$ cat src/rtl/tick_gen.sv
// tick_gen: programmable single-cycle tick for the LED flasher enable.
// Ports: clock, i_reset (async, low), i_run, i_sel[1:0] -> o_tick, o_count, o_sel.
module tick_gen #(
  parameter int NB_COUNT = 32,
  parameter longint unsigned LIMIT_0 = 64'd50_000_000,
  parameter longint unsigned LIMIT_1 = 64'd25_000_000,
  parameter longint unsigned LIMIT_2 = 64'd12_500_000,
  parameter longint unsigned LIMIT_3 = 64'd6_250_000
) (
  input  logic                clock,
  input  logic                i_reset,
  input  logic                i_run,
  input  logic [1:0]          i_sel,
  output logic                o_tick,
  output logic [NB_COUNT-1:0] o_count,
  output logic [1:0]          o_sel
);

  // terminal values (limit-1) at counter width; LIMIT = 2^NB_COUNT fits
  localparam logic [NB_COUNT-1:0] TERM_0 =
    NB_COUNT'(LIMIT_0 - 64'd1);
  localparam logic [NB_COUNT-1:0] TERM_1 =
    NB_COUNT'(LIMIT_1 - 64'd1);
  localparam logic [NB_COUNT-1:0] TERM_2 =
    NB_COUNT'(LIMIT_2 - 64'd1);
  localparam logic [NB_COUNT-1:0] TERM_3 =
    NB_COUNT'(LIMIT_3 - 64'd1);

  logic                run_m;
  logic                run_s;
  logic [1:0]          sel_m;
  logic [1:0]          sel_s;
  logic [1:0]          sel_q;
  logic [NB_COUNT-1:0] count;
  logic [NB_COUNT-1:0] term;
  logic                tick;

  always_ff @(posedge clock or negedge i_reset) begin
    if (!i_reset) begin
      run_m <= 1'b0;
      run_s <= 1'b0;
      sel_m <= 2'd0;
      sel_s <= 2'd0;
      sel_q <= 2'd0;
    end else begin
      run_m <= i_run;
      run_s <= run_m;
      sel_m <= i_sel;
      sel_s <= sel_m;
      sel_q <= sel_s;
    end
  end

  always_comb begin
    term = TERM_0;
    unique case (sel_s)
      2'd0: term = TERM_0;
      2'd1: term = TERM_1;
      2'd2: term = TERM_2;
      2'd3: term = TERM_3;
    endcase
  end

  // a speed change outranks both pause and the terminal count,
  // so a new selection always starts a full fresh period
  always_ff @(posedge clock or negedge i_reset) begin
    if (!i_reset) begin
      count <= '0;
      tick  <= 1'b0;
    end else if (sel_s != sel_q) begin
      count <= '0;
      tick  <= 1'b0;
    end else if (!run_s) begin
      tick  <= 1'b0;
    end else if (count >= term) begin
      count <= '0;
      tick  <= 1'b1;
    end else begin
      count <= count + NB_COUNT'(1);
      tick  <= 1'b0;
    end
  end

  assign o_tick  = tick;
  assign o_count = count;
  assign o_sel   = sel_s;

endmodule
$ cat config.mk
export PLATFORM = sky130hd
export DESIGN_NAME = tick_gen
export DESIGN_NICKNAME = d
export VERILOG_FILES = /design/src/rtl/tick_gen.sv
export SDC_FILE = /design/constraint.sdc
export NUM_CORES = 1
export LEC_CHECK = 0
export BUFFER_PORTS_ARGS = -buffer_cell sky130_fd_sc_hd__buf_2
export CAP_MARGIN = 20
export CORE_ASPECT_RATIO = 0.6
export CORE_UTILIZATION = 52
export DETAILED_ROUTE_END_ITERATION = 7
export GPL_ROUTABILITY_DRIVEN = 0
export PLACE_DENSITY = 0.75
export SLEW_MARGIN = 20
export SYNTH_ARGS = -nofsm -noshare
export SYNTH_HDL_FRONTEND = slang
export SYNTH_SLANG_ARGS = --single-unit
$ cat constraint.sdc
create_clock -name clock -period 5.9 [get_ports clock]
set_clock_uncertainty 0.05 [all_clocks]
set_input_delay 1.18 -clock clock [delete_from_list [all_inputs] [get_ports clock]]
set_output_delay 1.18 -clock clock [all_outputs]
set_load 0.02 [all_outputs]
* Word level (Yosys, flattened, before mapping) *
Index checks and enable logic that the tools add are counted.

storage, ports and cells
  bits in registers = 41
  input bits = 5
  word-level logic and storage cells = 22

operators by class
  $add $sub $neg = 1
  magnitude comparators = 1
  equal/unequal tests = 4
  mux-type cells = 7
  reduce and logical (&&, ||, !) cells = 2

operators by type and width
  kind                                                              count
  32-bit one-hot mux with 4 select lines                            1
  32-bit 2-to-1 mux                                                 3
  32-bit by 1-bit adder with 32-bit output (second input constant)  1
  32-bit >= comparator                                              1
  2-bit == test (second input constant)                             2
  1-bit 2-to-1 mux                                                  3
  2-bit by 1-bit == test with 1-bit output (second input constant)  1
  2-bit zero test                                                   1
  2-bit inequality test                                             1
  2-bit nonzero test                                                1

* Longest topological paths before layout *
  word-level depth = 6
  mapped depth = 11

* Worst setup path after synthesis *
No wires, ideal clock.

  kind = reg2reg
  from = register sel_s[0] (netlist: o_sel[0])
  to = register count[5] (netlist: o_count[5])
  setup time = 0.082 ns
  arrival time = 2.495 ns
  data required time = 5.768 ns
  path slack = 3.273 ns
  cell stages (with the launch flop) = 11
  clock period less this slack = 2.627 ns
  cell sequence = dfrtp_1 buf_2 nor2_1 inv_1 ha_1 a211oi_1 a311oi_1 o31ai_1 clkbuf_1 a41oi_1 a31oi_1

on the way
  word-level cells in the longest chain between the ends = 6
  elaborated cells between the ends (all ways) = 11
  those cells by class = order compare (1); eq/ne (4); mux (4); reduce/logical (2)

ends and longest elaborated chain
  item                                         RTL line  source
  from (decl)                                  32        logic [1:0] sel_s;
  from (signal assigned)                       49        sel_s <= sel_m;
  2-bit == test, or another cell as far along  56        unique case (sel_s)
  32-bit one-hot mux with 4 select lines       56
  32-bit >= comparator                         75        end else if (count >= term) begin
  32-bit 2-to-1 mux                            75
  32-bit 2-to-1 mux                            73        end else if (!run_s) begin
  32-bit 2-to-1 mux                            70        end else if (sel_s != sel_q) begin
  to (signal assigned)                         79        count <= count + NB_COUNT'(1);
  to (decl)                                    34        logic [NB_COUNT-1:0] count;

Parallel ways exist; a longest one is shown, timed or not. The select of a mux whose other input is x is not followed.
A chain may end at the register's enable or synchronous reset.

* Worst setup path after layout *
  from = register sel_s[1] (netlist: o_sel[1])
  to = register count[31] (netlist: o_count[31])

The elaborated chain is that of the path after synthesis.

==> impl_metrics.xml <==
<?xml version="1.0" encoding="UTF-8"?>
<metrics>
  <group name="outcome">
    <metric name="status" unit="">completed</metric>
  </group>
  <group name="power">
    <metric name="static-leakage-power" unit="nW">1.37</metric>
    <metric name="max-vdd-ir-drop" unit="V">0.000119</metric>
    <metric name="power.density" unit="nW/um^2">196</metric>
  </group>
  <group name="yosys">
    <metric name="avgSynthCellArea" unit="sq um">9.89</metric>
    <metric name="synth_area" unit="sq um">2310</metric>
    <metric name="yosysTopAreaCellShare" unit="%">44.3</metric>
    <metric name="ys_top_cells_by_area" unit="">sky130_fd_sc_hd__dfrtp_1 (44%), sky130_fd_sc_hd__ha_1 (9.7%), sky130_fd_sc_hd__xor2_1 (5.7%)</metric>
    <metric name="synth_top_area_cell" unit="">sky130_fd_sc_hd__dfrtp_1</metric>
    <metric name="synth_top_flop_cell" unit="">sky130_fd_sc_hd__dfrtp_1</metric>
    <metric name="synth-seq-cells" unit="">41</metric>
    <metric name="async_flop_share" unit="%">100</metric>
    <metric name="synth_common_cells" unit="">sky130_fd_sc_hd__dfrtp_1 (41), sky130_fd_sc_hd__nor2_1 (30), sky130_fd_sc_hd__nand2_1 (20)</metric>
    <metric name="synth_edf_count" unit="">0</metric>
    <metric name="synth.most_common_cell" unit="">sky130_fd_sc_hd__dfrtp_1</metric>
    <metric name="syn-num-nets" unit="">257</metric>
    <metric name="yosys.cell_types.count" unit="">42</metric>
    <metric name="synthesis_warning_total" unit="">0</metric>
    <metric name="netlist_instances" unit="">234</metric>
    <metric name="yosysSeqAreaShare" unit="%">44.3</metric>
  </group>
  <group name="place">
    <metric name="dpl_cell_area" unit="sq um">2570</metric>
    <metric name="hpwlAfterDp" unit="mm">3.63</metric>
    <metric name="placement.io_buffers" unit="">39</metric>
  </group>
  <group name="global_route">
    <metric name="globalRouteOverflowTotal" unit="">0</metric>
    <metric name="first_pass_grt_wire_length" unit="mm">8.12</metric>
    <metric name="grt_pass1_vias" unit="">1702</metric>
    <metric name="initial_antenna_violation_count" unit="">0</metric>
    <metric name="grtUsageTotal" unit="%">23.2</metric>
    <metric name="grt_start_max_net_pins" unit="">42</metric>
  </group>
  <group name="timing">
    <metric name="tightest_slew" unit="ns">0.879</metric>
    <metric name="timing.slew.headroom" unit="%">41.1</metric>
    <metric name="setup-violations-final" unit="">0</metric>
    <metric name="period_needed" unit="ns">3.02</metric>
    <metric name="finalSetupTns" unit="ns">0</metric>
    <metric name="number_of_pins_exceeding_their_max_slew_limit_in_the_final_report" unit="">0</metric>
    <metric name="final_hold_viol_count" unit="">0</metric>
    <metric name="rsz0062_at_grt" unit="">no</metric>
    <metric name="max_freq" unit="MHz">331</metric>
    <metric name="ratio_of_final_minimum_period_to_clock_period" unit="%">51.3</metric>
  </group>
  <group name="finish">
    <metric name="area_growth" unit="%">16.3</metric>
    <metric name="stdcell_area" unit="sq um">2690</metric>
    <metric name="diodes" unit="">0</metric>
    <metric name="post_route_cells_drive_above_1_share" unit="%">21.0</metric>
    <metric name="final_nets" unit="">298</metric>
  </group>
  <group name="clocking">
    <metric name="clock_sink_total" unit="">41</metric>
    <metric name="hold_buf_count_cts" unit="">0</metric>
    <metric name="cts_inserted_buffers" unit="">5</metric>
    <metric name="postCtsSetupBuffers" unit="">0</metric>
    <metric name="tritoncts" unit="">built</metric>
    <metric name="master_cell_of_the_clock_root_buffer" unit="">sky130_fd_sc_hd__clkbuf_8</metric>
    <metric name="ctsLongestPathBuffers" unit="">2</metric>
    <metric name="clock_insertion_delay_worst_skew" unit="ns">0.29</metric>
    <metric name="cts.htree.levels" unit="">2</metric>
    <metric name="worst_setup_hold_path_clk_slew" unit="ns">0.07</metric>
    <metric name="cts_resized" unit="">0</metric>
  </group>
  <group name="detailed_routing">
    <metric name="drt-total-wl" unit="mm">4.88</metric>
    <metric name="post_drt_wl_per_cell" unit="um">14.5</metric>
    <metric name="routed-via-count" unit="">1914</metric>
    <metric name="first_pass_iteration_count_of_the_detailed_router" unit="">4</metric>
    <metric name="m1WireLength" unit="mm">2.67</metric>
    <metric name="top_layer" unit="">met4</metric>
    <metric name="route.met3.wl" unit="um">286</metric>
    <metric name="postRouteAntennaNets" unit="">0</metric>
    <metric name="met2RoutedLength" unit="mm">1.88</metric>
    <metric name="vias_per_cell" unit="">5.70</metric>
    <metric name="route.detailed.drc" unit="">0</metric>
    <metric name="drt_iter0_drc" unit="">98</metric>
  </group>
  <group name="worst_setup_path">
    <metric name="timing.critical_path.to_type" unit="">flop</metric>
    <metric name="required" unit="ns">6.08</metric>
    <metric name="critPathSlowestCell" unit="">sky130_fd_sc_hd__a31oi_2</metric>
    <metric name="crit_path_cell_trace" unit="">inv_1, nor2_1, ha_1, a21o_1, a21oi_1, o21ai_0, a31oi_2, a31oi_4, o21ba_2</metric>
    <metric name="critPathKind" unit="">flop to flop</metric>
    <metric name="worst_setup_path_start_kind" unit="">flop</metric>
    <metric name="timing.critical_path.arrival" unit="ns">3.21</metric>
    <metric name="crit_path_max_fanout" unit="">24</metric>
    <metric name="cpPeakStageDelay" unit="ns">0.60</metric>
  </group>
  <group name="min_path">
    <metric name="min_path_type" unit="">flop to flop</metric>
  </group>
  <group name="die">
    <metric name="fp.dieArea" unit="sq um">4730</metric>
    <metric name="die_h" unit="um">53.7</metric>
    <metric name="rows" unit="">18</metric>
    <metric name="die-width" unit="um">88.1</metric>
    <metric name="design.core.area" unit="sq um">4190</metric>
    <metric name="starting_density" unit="%">55.2</metric>
    <metric name="floorplan.io_pins" unit="">40</metric>
  </group>
  <group name="job">
    <metric name="max_cap_viol_count" unit="">0</metric>
  </group>
</metrics>
==> worst max-delay path, delay by kind of cell, from the launching register on <==
family	cells	cell delay (ns)
buffers and inverters	1	0.13
AO/OA/AOI/OAI	6	1.85
adder cells (fa/ha/maj)	1	0.27
AND/OR/NAND/NOR	1	0.16
flip-flops	1	0.50
==> state kept, by name, indices dropped and copies added (netlist names) <==
signal,flops
o_count,32
o_tick,1
sel_q,2
run_s,1
o_sel,2
sel_m,2
run_m,1
==> through the flow <==
stage | hold slack (ns) | utilization (%) | instances | setup slack, ns | power (W)
after global routing | 0.311 | 64.2 | 336 | 2.62 | 0.000550
after CTS | 0.308 | 63.9 | 336 | 2.28 | 0.000533
final | 0.303 | 64.2 | 336 | 2.88 | 0.000528
after detailed placement | 0.291 | 61.4 | 328 | 2.32 | 0.000335
after floorplan | 0.281 | - | 234 | 3.27 | 0.000319
after global placement | 0.281 | 61.4 | 328 | 2.49 | 0.000333
==> worst paths after layout <==
kind,slack [ns],cells past startpoint,startpoint,to
min in group asynchronous,0.95,1,i_reset,o_tick$_DFF_PN0_
max reg2reg,2.88,9,o_sel[1]$_DFF_PN0_,o_count[31]$_DFFE_PN0P_
min reg2reg,0.30,0,run_m$_DFF_PN0_,run_s$_DFF_PN0_
min,0.30,0,run_m$_DFF_PN0_,run_s$_DFF_PN0_
max,2.88,9,o_sel[1]$_DFF_PN0_,o_count[31]$_DFFE_PN0P_
max in group asynchronous,4.30,1,i_reset,o_count[12]$_DFFE_PN0P_
==> placed cells by master (no fill, tap or decap), types with 3 or more instances in the layout <==
cell / instances
sky130_fd_sc_hd__a21oi_1: 5
sky130_fd_sc_hd__a31oi_1: 7
sky130_fd_sc_hd__a41oi_1: 4
sky130_fd_sc_hd__and3_1: 8
sky130_fd_sc_hd__and4_1: 3
sky130_fd_sc_hd__buf_2: 39
sky130_fd_sc_hd__clkbuf_8: 7
sky130_fd_sc_hd__dfrtp_1: 41
sky130_fd_sc_hd__ha_1: 18
sky130_fd_sc_hd__inv_1: 9
sky130_fd_sc_hd__nand2_1: 20
sky130_fd_sc_hd__nand3_1: 15
sky130_fd_sc_hd__nand4_1: 9
sky130_fd_sc_hd__nor2_1: 30
sky130_fd_sc_hd__nor3_1: 3
sky130_fd_sc_hd__nor4_1: 3
sky130_fd_sc_hd__xnor2_1: 5
sky130_fd_sc_hd__xor2_1: 15
==> cell families (layout without fill, tap and decap cells) <==
logic type,count (synthesis),count (layout),share of synthesized area (%)
AO/OA/AOI/OAI,32,32,9.74
buffers and inverters,15,57,2.49
flip-flops,41,41,44.3
multiplexers,2,2,0.919
AND/OR/NAND/NOR,104,104,23.8
XOR/XNOR,22,22,8.98
adder cells (fa/ha/maj),18,18,9.74
==> power breakdown <==
group	total [W]	internal, W	leakage, nW	switching (W)
logic	0.0000409	0.0000119	0.760	0.0000290
registers	0.000289	0.000285	0.554	0.00000448
clock network	0.000199	0.000106	0.0542	0.0000928
total	0.000528	0.000402	1.37	0.000126
==> final cells by class <==
class	instances	area (sq um)
inverters	9	33.8
repair buffers	40	203
clock buffers	7	96.3
multi-input cells	178	1250
clock inverters	1	5.00
well taps	60	75.1
fillers	383	1500
flip-flops and latches	41	1030
==> per-layer routing <==
layer | global-route usage [%] | vias to the layer above
li1 | - | 933
met1 | 36.1 | 920
met2 | 31.3 | 54
met3 | 5.67 | 7
met4 | 6.99 | 0
met5 | 0 | -
Power figures use the tool's default switching activity.
